### config.mk
export PLATFORM = sky130hd
export DESIGN_NAME = acc_datapath_flat
export DESIGN_NICKNAME = d
export VERILOG_FILES = /design/src/rtl/acc_pkg.sv /design/src/rtl/acc_datapath_if.sv /design/src/rtl/result_fifo.sv /design/src/rtl/acc_datapath.sv /design/src/flat_wrapper.sv
export SDC_FILE = /design/constraint.sdc
export NUM_CORES = 1
export LEC_CHECK = 0
export ABC_AREA = 1
export CAP_MARGIN = 30
export CORE_MARGIN = 2
export CORE_UTILIZATION = 47
export CTS_CLUSTER_SIZE = 40
export DETAILED_ROUTE_END_ITERATION = 10
export PLACE_DENSITY = 0.75
export SYNTH_ARGS = -nofsm -noshare
export SYNTH_HDL_FRONTEND = slang
export SYNTH_SLANG_ARGS = --single-unit
### constraint.sdc
create_clock -name i_clk -period 1.6 [get_ports i_clk]
set_input_delay 0.32 -clock i_clk [delete_from_list [all_inputs] [get_ports i_clk]]
set_output_delay 0.32 -clock i_clk [all_outputs]
set_load 0.05 [all_outputs]
### src/rtl/acc_pkg.sv
// Shared sizes and the result FIFO entry layout for the accumulator datapath.
package acc_pkg;
  localparam int DATA_W     = 8;
  localparam int ACC_W      = 11;
  localparam int GROUPS     = 4;
  localparam int FIFO_DEPTH = 4;
  localparam int GIDX_W     = $clog2(GROUPS);
  localparam int ENTRY_W    = ACC_W + 1;

  typedef struct packed {
    logic [ACC_W-1:0] sum;
    logic             last;
  } res_entry_t;
endpackage

### src/rtl/acc_datapath_if.sv
// Strobe, memory and result-stream bundle between the control FSM, the
// accumulator datapath and the downstream consumer.
interface acc_datapath_if;
  import acc_pkg::*;

  logic [DATA_W-1:0] read_data;
  logic              load;
  logic              clear_n;
  logic              transfer;
  logic              write_en;
  logic              ready;
  logic [ACC_W-1:0]  write_data;
  logic [ACC_W-1:0]  result_data;
  logic              result_last;
  logic              result_valid;
  logic              result_ready;
  logic              overflow;
  logic              dropped;
  logic              seq_error;

  modport master (
    output read_data, load, clear_n, transfer, write_en, ready, result_ready,
    input  write_data, result_data, result_last, result_valid,
           overflow, dropped, seq_error
  );

  modport slave (
    input  read_data, load, clear_n, transfer, write_en, ready, result_ready,
    output write_data, result_data, result_last, result_valid,
           overflow, dropped, seq_error
  );
endinterface

### src/rtl/result_fifo.sv
// Synchronous result FIFO: simultaneous push/pop, drop-on-full status pulse.
module result_fifo
  import acc_pkg::*;
#(
  parameter int DEPTH = FIFO_DEPTH
) (
  input  logic       i_clk,
  input  logic       i_rst_n,
  input  logic       i_push,
  input  res_entry_t i_data,
  input  logic       i_pop,
  output res_entry_t o_head,
  output logic       o_valid,
  output logic       o_full,
  output logic       o_drop
);
  localparam int PTR_W = $clog2(DEPTH);

  res_entry_t       r_mem [DEPTH];
  logic [PTR_W-1:0] r_wr_ptr;
  logic [PTR_W-1:0] r_rd_ptr;
  logic [PTR_W:0]   r_count;

  logic w_pop;
  logic w_push;

  assign o_valid = (r_count != '0);
  assign o_full  = (r_count == (PTR_W+1)'(DEPTH));
  assign w_pop   = i_pop && o_valid;
  // A pop in the same cycle frees the slot, so a full FIFO still accepts.
  assign w_push  = i_push && (!o_full || w_pop);
  assign o_drop  = i_push && !w_push;
  assign o_head  = o_valid ? r_mem[r_rd_ptr] : '0;

  always_ff @(posedge i_clk) begin
    if (w_push) r_mem[r_wr_ptr] <= i_data;
  end

  always_ff @(posedge i_clk) begin
    if (!i_rst_n) begin
      r_wr_ptr <= '0;
      r_rd_ptr <= '0;
      r_count  <= '0;
    end else begin
      if (w_push) r_wr_ptr <= r_wr_ptr + 1'b1;
      if (w_pop)  r_rd_ptr <= r_rd_ptr + 1'b1;
      case ({w_push, w_pop})
        2'b10:   r_count <= r_count + 1'b1;
        2'b01:   r_count <= r_count - 1'b1;
        default: r_count <= r_count;
      endcase
    end
  end
endmodule

### src/rtl/acc_datapath.sv
// Accumulator datapath: operand/acc registers, group indexing, sticky status,
// and the group-sum result FIFO. Define ACC_SATURATE_EN to saturate on carry.
module acc_datapath
  import acc_pkg::*;
(
  input  logic           i_clk,
  input  logic           i_rst_n,
  acc_datapath_if.slave  bus
);
  localparam int SUM_W = ACC_W + 1;

  logic [DATA_W-1:0] r_operand;
  logic [ACC_W-1:0]  r_acc;
  logic [GIDX_W-1:0] r_gidx;
  logic              r_overflow;
  logic              r_dropped;
  logic              r_seq_err;

  logic [SUM_W-1:0]  w_sum;
  logic              w_carry;
  logic [ACC_W-1:0]  w_acc_add;
  logic              w_last_grp;
  res_entry_t        w_entry;
  res_entry_t        w_head;
  logic              w_valid;
  logic              w_full;
  logic              w_drop;

  assign w_sum   = {1'b0, r_acc} + SUM_W'(r_operand);
  assign w_carry = w_sum[ACC_W];

`ifdef ACC_SATURATE_EN
  assign w_acc_add = w_carry ? {ACC_W{1'b1}} : w_sum[ACC_W-1:0];
`else
  assign w_acc_add = w_sum[ACC_W-1:0];
`endif

  assign w_last_grp   = (r_gidx == GIDX_W'(GROUPS-1));
  // Push sees the pre-clear accumulator even if Clear lands in the same cycle.
  assign w_entry.sum  = r_acc;
  assign w_entry.last = w_last_grp;

  always_ff @(posedge i_clk) begin
    if (!i_rst_n) begin
      r_operand  <= '0;
      r_acc      <= '0;
      r_gidx     <= '0;
      r_overflow <= 1'b0;
      r_dropped  <= 1'b0;
      r_seq_err  <= 1'b0;
    end else begin
      if (bus.load) r_operand <= bus.read_data;

      if (!bus.clear_n) begin
        r_acc <= '0;
      end else if (bus.transfer) begin
        r_acc <= w_acc_add;
        if (w_carry) r_overflow <= 1'b1;
      end

      if (w_drop) r_dropped <= 1'b1;

      // End-of-run with a partial group resyncs the index rather than counting on.
      if (bus.ready && r_gidx != '0) begin
        r_seq_err <= 1'b1;
        r_gidx    <= '0;
      end else if (bus.write_en) begin
        r_gidx <= w_last_grp ? '0 : r_gidx + 1'b1;
      end
    end
  end

  result_fifo #(.DEPTH(FIFO_DEPTH)) u_fifo (
    .i_clk   (i_clk),
    .i_rst_n (i_rst_n),
    .i_push  (bus.write_en),
    .i_data  (w_entry),
    .i_pop   (bus.result_ready),
    .o_head  (w_head),
    .o_valid (w_valid),
    .o_full  (w_full),
    .o_drop  (w_drop)
  );

  assign bus.write_data   = r_acc;
  assign bus.result_data  = w_head.sum;
  assign bus.result_last  = w_head.last;
  assign bus.result_valid = w_valid;
  assign bus.overflow     = r_overflow;
  assign bus.dropped      = r_dropped;
  assign bus.seq_error    = r_seq_err;
endmodule

### src/flat_wrapper.sv
// flat-port wrapper written by rule: the top's interface ports become plain ports
module acc_datapath_flat import acc_pkg::*;
  (i_clk, i_rst_n, bus_read_data, bus_load, bus_clear_n, bus_transfer, bus_write_en, bus_ready, bus_result_ready, bus_write_data, bus_result_data, bus_result_last, bus_result_valid, bus_overflow, bus_dropped, bus_seq_error);
  acc_datapath_if bus_i ();
  input  logic i_clk;
  input  logic i_rst_n;
  input wire logic [$bits(bus_i.read_data)-1:0] bus_read_data;
  input wire logic [$bits(bus_i.load)-1:0] bus_load;
  input wire logic [$bits(bus_i.clear_n)-1:0] bus_clear_n;
  input wire logic [$bits(bus_i.transfer)-1:0] bus_transfer;
  input wire logic [$bits(bus_i.write_en)-1:0] bus_write_en;
  input wire logic [$bits(bus_i.ready)-1:0] bus_ready;
  input wire logic [$bits(bus_i.result_ready)-1:0] bus_result_ready;
  output wire logic [$bits(bus_i.write_data)-1:0] bus_write_data;
  output wire logic [$bits(bus_i.result_data)-1:0] bus_result_data;
  output wire logic [$bits(bus_i.result_last)-1:0] bus_result_last;
  output wire logic [$bits(bus_i.result_valid)-1:0] bus_result_valid;
  output wire logic [$bits(bus_i.overflow)-1:0] bus_overflow;
  output wire logic [$bits(bus_i.dropped)-1:0] bus_dropped;
  output wire logic [$bits(bus_i.seq_error)-1:0] bus_seq_error;
  assign bus_i.read_data = bus_read_data;
  assign bus_i.load = bus_load;
  assign bus_i.clear_n = bus_clear_n;
  assign bus_i.transfer = bus_transfer;
  assign bus_i.write_en = bus_write_en;
  assign bus_i.ready = bus_ready;
  assign bus_i.result_ready = bus_result_ready;
  assign bus_write_data = bus_i.write_data;
  assign bus_result_data = bus_i.result_data;
  assign bus_result_last = bus_i.result_last;
  assign bus_result_valid = bus_i.result_valid;
  assign bus_overflow = bus_i.overflow;
  assign bus_dropped = bus_i.dropped;
  assign bus_seq_error = bus_i.seq_error;
  acc_datapath u_core (.i_clk(i_clk), .i_rst_n(i_rst_n), .bus(bus_i));
endmodule
==> results.yml <==
timing:
  fin_crit_sh_pct: 118.5
  setup_viol: 12
  drv_slew: 0
  hold_viol: 0
  min_period_ps: 1896
  slew_headroom_pct: 74.54
  grt_setup_unrepaired: "true"
  worst_pin_slew_ps: 381.4
  setup_ws_ps: -296.2
  fmax_ghz: 0.5274
  fin_skew_ps: 9.954
floorplan:
  start_util_pct: 47.94
  die_h_um: 92.32
  dieWidth_um: 92.32
  io_pins: 43
  fp.coreArea_um2: 7647
  rows: 32
  dieArea_um2: 8522
global_routing:
  use_met3_pct: 3.824
  grt_pass1_vias: 2897
  grt_overflow_total: 0
  antenna_found_initial: 0
  grt_pass1_wl_um: 13410
  met1_usage_pct: 24.09
  met2_usage_pct: 35.83
  top_usage_layer: "met2"
  grt_use_total_pct: 20.38
  grt_max_degree: 15
drt:
  drt-initial-drc-count: 191
  drc: 0
  vias_per_cell: 5.038
  vias: 2927
  wl_um: 8121
  wire_per_inst_um: 13.98
  drt-pass1-iter-count: 4
  ant_nets: 0
status:
  violations: "negative setup slack"
  status: "finished with violations"
worst_setup_path:
  worstSetupPathType: "register to primary output"
  timing.rr.start: "u_core.bus.write_data[0]"
  r2r_end: "u_core.bus.write_data[10]"
  crit_path_start_kind: "register"
  arrival_ps: 1580
  setup.worst_path.end: "bus_result_data[3]"
  worstRegToRegCells: 8
  cp_data_required_time_ps: 1280
  r2r_slack_ps: 70
  end_kind: "primary output"
  cp_max_fo: 6
cells_and_area:
  drive_gt1_share_pct: 35.91
  postLayoutCoreUtil_pct: 68.54
  n_antenna_cell: 0
  regArea_um2: 2122
  final_nets: 506
  area_growth_pct: 42.97
  multi_input_area_um2: 1758
  fillers: 573
power_and_ir_drop:
  power.total_w: 0.006248
  power_leakage_nw: 2.088
  peakVddDrop_mv: 0.6058
  power.density_nw_per_um2: 1192
cts:
  root_buffer: "clkbuf_8"
  h-tree-depth: 3
  cts_sinks: 81
  clockBufferDepth: 2
  cts_inserted_buffers: 9
  clk_pin_slew_ps: 80
  insertion_delay_ps: 360
  cts_tree: "yes"
min_path:
  hp-class: "register to register"
place:
  dp.final_hpwl_um: 5647
  place_congestion: 0.8460
  port_buffers: 42
  preCtsSetupSlack_ps: -280.9
yosys:
  yosysWarningCount: 0
  yosysSeqAreaShare_pct: 57.34
  syn-num-nets: 434
  netlist_area_um2: 3666
  synth.avg_cell_area_um2: 9.119
  synth_seq_cells: 81
  synth_cell_type_count: 32
  syn_inst: 402
run:
  drv_cap: 0
## repair_timing
action                     4_1_cts  5_1_grt
resized for setup               78       44
pin swaps                       18       24
gates cloned                     4        0
buffers inserted                 2        0
hold buffers                     0        0
setup endpoints to repair       14       32
## layout make-up
| type | instances | area share, % |
|---|---|---|
| Clock buffer | 10 | 2.435 |
| Clock inverter | 6 | 1.122 |
| Inverter | 41 | 3.079 |
| Multi-Input combinational cell | 268 | 33.54 |
| Sequential cell | 81 | 40.49 |
| Tap cell | 102 | 2.435 |
| Timing Repair Buffer | 73 | 16.90 |
## worst min path at each step
stage | start | end | slack (ps) | cells past startpoint
6_report | u_core.bus.seq_error | u_core.bus.seq_error | 470 | 2
5_1_grt | u_core.bus.seq_error | u_core.bus.seq_error | 470 | 2
4_1_cts | u_core.bus.seq_error | u_core.bus.seq_error | 460 | 2
3_5_place_dp | u_core.bus.seq_error | u_core.bus.seq_error | 450 | 2
3_3_place_gp | u_core.bus.seq_error | u_core.bus.seq_error | 450 | 2
2_1_floorplan | u_core.u_fifo.r_rd_ptr[1] | register | 440 | 2
## Yosys cell counts, drive strengths merged
master | count | area [um^2]
o21ai | 41 | 205.2
ha | 14 | 175.2
edfxtp | 48 | 1441
xnor2 | 1 | 8.760
nand4 | 1 | 6.260
or2 | 3 | 18.77
and2 | 1 | 8.760
nand3 | 15 | 80.08
a21o | 1 | 7.510
nand2 | 52 | 207.7
dfxtp | 33 | 660.6
nor2 | 101 | 384.1
buf | 9 | 58.80
nor3 | 1 | 5.000
a21boi | 1 | 7.510
clkbuf | 3 | 13.76
nand3b | 1 | 7.510
fa | 2 | 40.04
o21a | 1 | 7.510
inv | 41 | 153.9
xor2 | 2 | 17.52
a21oi | 30 | 150.1
## metal layers
| layer | share of wire (%) | vias to the layer above |
|---|---|---|
| li1 | - | 1468 |
| met1 | 43 | 1370 |
| met2 | 50 | 70 |
| met3 | 3.9 | 19 |
| met4 | 2.5 | 0 |
| met5 | 0 | - |
## where the power goes
group          switching, W  leakage, nW  internal, W
sequential         0.000106        0.730      0.00235
clock              0.000727       0.0897     0.000710
combinational       0.00139         1.27     0.000961
total               0.00223         2.09      0.00402
## state kept, by name (all words and copies together), names as in the netlist, named ones only
register / cells
u_core.u_fifo.r_mem: 48
u_core.bus.write_data: 11
u_core.r_operand: 8
u_core.u_fifo.r_count: 3
u_core.r_gidx: 2
u_core.u_fifo.r_rd_ptr: 2
u_core.u_fifo.r_wr_ptr: 2
u_core.bus.dropped: 1
u_core.bus.overflow: 1
u_core.bus.seq_error: 1
## cells in the final DEF (no fill, tap or decap), types with 4 or more instances in the layout
| cell | count |
|---|---|
| ha_4 | 4 |
| nor2_1 | 71 |
| clkdlybuf4s50_1 | 15 |
| ha_1 | 10 |
| nand3_1 | 12 |
| nor2_4 | 7 |
| dfxtp_1 | 23 |
| nand2_1 | 45 |
| a21oi_1 | 15 |
| clkbuf_8 | 9 |
| buf_12 | 16 |
| nand2_2 | 6 |
| dfxtp_2 | 7 |
| o21ai_0 | 14 |
| inv_1 | 36 |
| nor2_2 | 23 |
| buf_6 | 16 |
| inv_2 | 4 |
| o21ai_1 | 4 |
| o21ai_2 | 23 |
| edfxtp_1 | 48 |
| buf_4 | 24 |
| a21oi_4 | 12 |
## critical path, cell delays in order, from the launching register on
cell and delay [ps]:
dfxtp_4 400, buf_12 130, buf_16 120, nor2_2 40, nor2_2 120, o21ai_2 80
a21oi_4 150, buf_6 170
## logic make-up after synthesis
kind of cell | count (synthesis) | share of synthesized area [%]
xor gates and xnor gates | 3 | 0.7169
DFF | 81 | 57.34
buffers and inverters | 53 | 6.177
and+or+nand+nor | 175 | 19.59
AOI/OAI and AO/OA | 74 | 10.31
adders and majority gates | 16 | 5.870
## stage by stage
step	hold WS (ps)	instances	area, um^2	TNS [ps]
finish	468.5	581	5241	-3177
detailed placement	447.9	578	4747	-11930
CTS	463.6	583	5105	-3489
global placement	448.8	578	4747	-6728
floorplan	435.7	402	3836	-1834
global route	473.7	581	5241	-3925
Power figures use the tool's default switching activity.
